### config.mk
export PLATFORM = sky130hd
export DESIGN_NAME = ifetch
export DESIGN_NICKNAME = d
export VERILOG_FILES = /design/src/rtl/ifetch_pkg.sv /design/src/rtl/ifetch.sv
export SDC_FILE = /design/constraint.sdc
export NUM_CORES = 1
export LEC_CHECK = 0
export ABC_AREA = 1
export ABC_CLOCK_PERIOD_IN_PS = 6100
export CAP_MARGIN = 20
export CELL_PAD_IN_SITES_DETAIL_PLACEMENT = 0
export CELL_PAD_IN_SITES_GLOBAL_PLACEMENT = 2
export CORE_MARGIN = 2
export CORE_UTILIZATION = 26
export CTS_BUF_LIST = sky130_fd_sc_hd__clkbuf_8
export CTS_CLUSTER_SIZE = 24
export DETAILED_ROUTE_END_ITERATION = 16
export PLACE_DENSITY = 0.88
export SLEW_MARGIN = 20
export SYNTH_ARGS = -nofsm -noshare
export SYNTH_HDL_FRONTEND = slang
export SYNTH_SLANG_ARGS = --single-unit
### constraint.sdc
create_clock -name clk -period 6.1 [get_ports clk]
set_input_delay 0.61 -clock clk [delete_from_list [all_inputs] [get_ports clk]]
set_output_delay 0.61 -clock clk [all_outputs]
set_load 0.005 [all_outputs]
### src/rtl/ifetch_pkg.sv
// Shared constants for the instruction fetch unit: fetch FSM encoding and control-transfer opcodes.
package ifetch_pkg;

  localparam int unsigned XLEN  = 32;
  localparam int unsigned OPC_W = 7;

  localparam logic [OPC_W-1:0] OPC_JAL    = 7'b1101111;
  localparam logic [OPC_W-1:0] OPC_JALR   = 7'b1100111;
  localparam logic [OPC_W-1:0] OPC_BRANCH = 7'b1100011;

  localparam logic [XLEN-1:0] PC_STEP = 32'd4;

  typedef enum logic [2:0] {
    ST_IDLE  = 3'd0,
    ST_WAIT  = 3'd1,
    ST_HOLD  = 3'd2,
    ST_DROP  = 3'd3,
    ST_STALL = 3'd4
  } fetch_state_e;

  // True when the instruction can redirect the fetch stream (jal, jalr, conditional branch).
  function automatic logic is_ctrl_xfer(input logic [XLEN-1:0] inst);
    logic [OPC_W-1:0] opc;
    opc = inst[OPC_W-1:0];
    return (opc == OPC_JAL) || (opc == OPC_JALR) || (opc == OPC_BRANCH);
  endfunction

endpackage

### src/rtl/ifetch.sv
// Instruction fetch: one outstanding icache request, holds the word for the decoder, handles redirects.
// Optional macro IFETCH_JUMP_STALL_EN: stall fetch after consuming jal/jalr/branch until a redirect arrives.
module ifetch
  import ifetch_pkg::*;
#(
  parameter logic [31:0] RESET_PC = 32'h0000_0000
) (
  input  logic        clk,
  input  logic        rst,
  input  logic        rdy,
  output logic        icache_req,
  output logic [31:0] icache_addr,
  input  logic        icache_valid,
  input  logic [31:0] icache_inst,
  output logic [31:0] dec_pc,
  output logic [31:0] dec_inst,
  output logic        dec_valid,
  input  logic        need_inst,
  input  logic        clear_inst,
  input  logic [31:0] if_addr,
  input  logic        rob_clear,
  input  logic [31:0] rob_pc
);

  fetch_state_e    r_state;
  logic [XLEN-1:0] r_pc;
  logic [XLEN-1:0] r_dec_pc;
  logic [XLEN-1:0] r_dec_inst;
  logic            r_dec_valid;

  logic            w_redirect;
  logic [XLEN-1:0] w_target;
  logic            w_consume;
  logic            w_next_stall;

  // ROB flush outranks the decoder redirect.
  assign w_redirect = rob_clear || clear_inst;
  assign w_target   = rob_clear ? rob_pc : if_addr;
  assign w_consume  = r_dec_valid && !need_inst;

`ifdef IFETCH_JUMP_STALL_EN
  assign w_next_stall = is_ctrl_xfer(r_dec_inst);
`else
  assign w_next_stall = 1'b0;
`endif

  assign icache_req  = (r_state == ST_IDLE) && rdy && !rst && !w_redirect;
  assign icache_addr = r_pc;
  assign dec_pc      = r_dec_pc;
  assign dec_inst    = r_dec_inst;
  assign dec_valid   = r_dec_valid;

  always_ff @(posedge clk or posedge rst) begin
    if (rst) begin
      r_state     <= ST_IDLE;
      r_pc        <= RESET_PC;
      r_dec_pc    <= '0;
      r_dec_inst  <= '0;
      r_dec_valid <= 1'b0;
    end else if (rdy) begin
      case (r_state)
        ST_IDLE: begin
          if (w_redirect) r_pc    <= w_target;
          else            r_state <= ST_WAIT;
        end
        // A redirect while a response is pending must swallow that response.
        ST_WAIT: begin
          if (w_redirect) begin
            r_pc    <= w_target;
            r_state <= icache_valid ? ST_IDLE : ST_DROP;
          end else if (icache_valid) begin
            r_dec_inst  <= icache_inst;
            r_dec_pc    <= r_pc;
            r_dec_valid <= 1'b1;
            r_state     <= ST_HOLD;
          end
        end
        ST_HOLD: begin
          if (w_redirect) begin
            r_pc        <= w_target;
            r_dec_valid <= 1'b0;
            r_state     <= ST_IDLE;
          end else if (w_consume) begin
            r_pc        <= r_pc + PC_STEP;
            r_dec_valid <= 1'b0;
            r_state     <= w_next_stall ? ST_STALL : ST_IDLE;
          end
        end
        ST_DROP: begin
          if (w_redirect)   r_pc    <= w_target;
          if (icache_valid) r_state <= ST_IDLE;
        end
        ST_STALL: begin
          if (w_redirect) begin
            r_pc    <= w_target;
            r_state <= ST_IDLE;
          end
        end
        default: r_state <= ST_IDLE;
      endcase
    end
  end

endmodule

==> flow_summary.json <==
{
  "outcome": "finished clean",
  "cts_hold_buf": 0,
  "drc": 0,
  "synth_nets": 847,
  "cp-end-kind": "primary output",
  "crit_required_ps": 5490,
  "syn_inst": 743,
  "viasPerCell": 4.39,
  "synth-seq-cells": 99,
  "worstSetupStartpointType": "input port",
  "nFillCells": 2167,
  "fin_crit_ps": 2900,
  "post_cts.repair.setup_buffers": 0,
  "finalMaxSlewViolations": 0,
  "yosys_warnings": 0,
  "hold_ws_ps": 486,
  "core_area_um2": 20200,
  "fp.dieH_um": 147,
  "clkSlewWorstSetupHoldPaths_ps": 90,
  "skew_ps": 10.2,
  "drt-total-wl_um": 18000,
  "h-tree-depth": 3,
  "clk_latency_ps": 390,
  "power.internal_w": 0.00175,
  "power_switching_w": 0.000932,
  "postRouteAntennaNets": 0,
  "area_growth_pct": 44.7,
  "syn_area_per_cell_um2": 7.15,
  "wl_per_cell_um": 15.0,
  "hold_path_class": "flip-flop to flip-flop",
  "critPathTopFamily": "buffers and inverters",
  "first_global_vias": 4993,
  "cts_tree": "built",
  "p_sw_share_pct": 34.7,
  "grt_pass1_wl_um": 28200,
  "antenna_found_initial": 0,
  "crit_fanout": 34,
  "cts.path.max_buffers": 2,
  "numCtsBuffers": 9,
  "slew-limit-headroom_pct": 29.4,
  "hold_viol": 0,
  "synth.cell_area_um2": 5310,
  "max_freq_mhz": 345,
  "diodes": 0,
  "dpl.hpwl_um": 12800,
  "grt_max_degree": 94,
  "finalSetupViolCount": 0,
  "setup_tns_ps": 0,
  "p_clk_share_pct": 16.5,
  "slowest_delay_ps": 570,
  "row_count": 52,
  "track_usage_pct": 16.6,
  "drt_iter0_drc": 275,
  "cap_viol_max_count": 0,
  "peakVddDrop_uv": 124,
  "power.total_w": 0.00269,
  "io_pins": 201,
  "cellPowerDensity_nw_per_um2": 349,
  "ys_seq_area_share_pct": 46.6,
  "firstDrtPassIters": 5,
  "ys_types": 29,
  "rsz0062_at_grt": "false",
  "dieArea_um2": 21600,
  "drive_gt1_share_pct": 4.96,
  "clock-root-buffer": "clkbuf_8",
  "slowest_stage": "clkdlybuf4s50_1",
  "post_cts_resized": 0,
  "gp_congestion": 0.784,
  "vias": 5255,
  "synth_area_leaders": "dfrtp_1, nand2_1, nor2_1",
  "layout_common_cells": "nand2_1, clkdlybuf4s50_1, dfrtp_1",
  "cts_sinks": 99,
  "yosysTopAreaCell": "dfrtp_1",
  "worstMarginPinSlew_ps": 1060,
  "io_buffers": 200,
  "synth_top_area_share_pct": 46.6,
  "start_util_pct": 26.3,
  "cp_num_buf_inv": 4,
  "final_common_cell": "nand2_1",
  "fin_crit_sh_pct": 47.5,
  "power.share.sequential_pct": 41.7,
  "worstPathCellList": "buf_2, buf_4, inv_4, nand2_4, nor4_1, clkdlybuf4s50_1",
  "combPwrFrac_pct": 41.8,
  "gr-total-overflow": 0,
  "critPathArrivalTime_ps": 2290,
  "cellLeakagePower_nw": 3.50,
  "die_w_um": 147,
  "critPathKind": "input port to primary output",
  "layout.nets": 1029
}
-- metal layers --
metal  vias up  global-route usage, %  routed length, um  share of wire, %
met5         -                      0                  0                 0
met3         6                   4.25               1080               6.0
met2       165                   26.2               7940                44
met1      2382                   23.6               8830                49
li1       2702                      -                  -                 -
met4         0                   2.60                119              0.66
-- tightest hold or removal path, stage by stage (launching register included) --
cell,delay [ps]
dfrtp_1,360
nand2_1,50
nand2_1,50
-- path summary, 6_finish.rpt --
kind                                          from                          end  slack [ps]  cells after the start
max                                      rob_clear                   icache_req        3200                      6
min                        dec_inst[7]$_DFFE_PP0P_      dec_inst[7]$_DFFE_PP0P_         490                      2
max reg2reg                 r_state[0]$_DFFE_PP0P_  icache_addr[20]$_DFFE_PP0P_        3710                     10
min reg2reg                dec_inst[7]$_DFFE_PP0P_      dec_inst[7]$_DFFE_PP0P_         490                      2
max in group asynchronous                      rst       dec_pc[13]$_DFFE_PP0P_        4240                      3
min in group asynchronous                      rst   icache_addr[8]$_DFFE_PP0P_         690                      2
-- kinds of logic (layout without fill, tap and decap cells) --
group                    count (synthesis)  in the layout  share of synthesized area [%]
AO/OA/AOI/OAI                          105            105                           10.4
adder cells (fa/ha/maj)                  1              1                          0.236
buffers and inverters                   87            272                           7.80
flip-flops                              99             99                           46.6
multiplexers                             2              2                          0.377
AND/OR/NAND/NOR                        449            449                           34.5
-- power by group through the flow --
| stage | combinational, W | sequential, W | clock (W) |
|---|---|---|---|
| CTS | 0.00114 | 0.00112 | 0.000461 |
| global route | 0.00126 | 0.00116 | 0.000484 |
| finish | 0.00112 | 0.00112 | 0.000443 |
| detailed placement | 0.00113 | 0.00114 | 0 |
| global placement | 0.00113 | 0.00113 | 0 |
| floorplan | 0.000425 | 0.00111 | 0 |
-- through the flow --
stage / setup slack (ps) / instances / util [%] / instance area, um^2
after detailed placement: 2400 / 1183 / 37.0 / 7470
after global routing: 2980 / 1198 / 38.1 / 7680
after global placement: 2380 / 1183 / 37.0 / 7470
after floorplan: 2900 / 743 / - / 5310
final: 3200 / 1198 / 38.1 / 7680
after CTS: 2820 / 1197 / 38.0 / 7650
-- cell usage after synthesis (all sizes together) --
library cell / instances
o21ai: 78
buf: 22
mux2i: 2
clkbuf: 10
nand2: 290
o31ai: 2
nand3: 45
nor2: 109
inv: 55
nand4: 2
ha: 1
dfrtp: 99
a21oi: 25
nor4: 1
and2: 1
or2: 1
-- area by class of cell --
type	instances	area [um^2]	area share [%]
clock inverters	4	51.3	0.668
inverters	55	211	2.75
flip-flops and latches	99	2480	32.2
clock buffers	10	138	1.79
repair buffers	203	2040	26.5
multi-input cells	557	2430	31.6
well taps	270	338	4.40
-- registers in the layout, summed over array words and instances (netlist names) --
signal	flops
dec_inst	32
dec_pc	32
dec_valid	1
icache_addr	32
r_state	2
No activity file was read; power rests on OpenSTA's default activity.
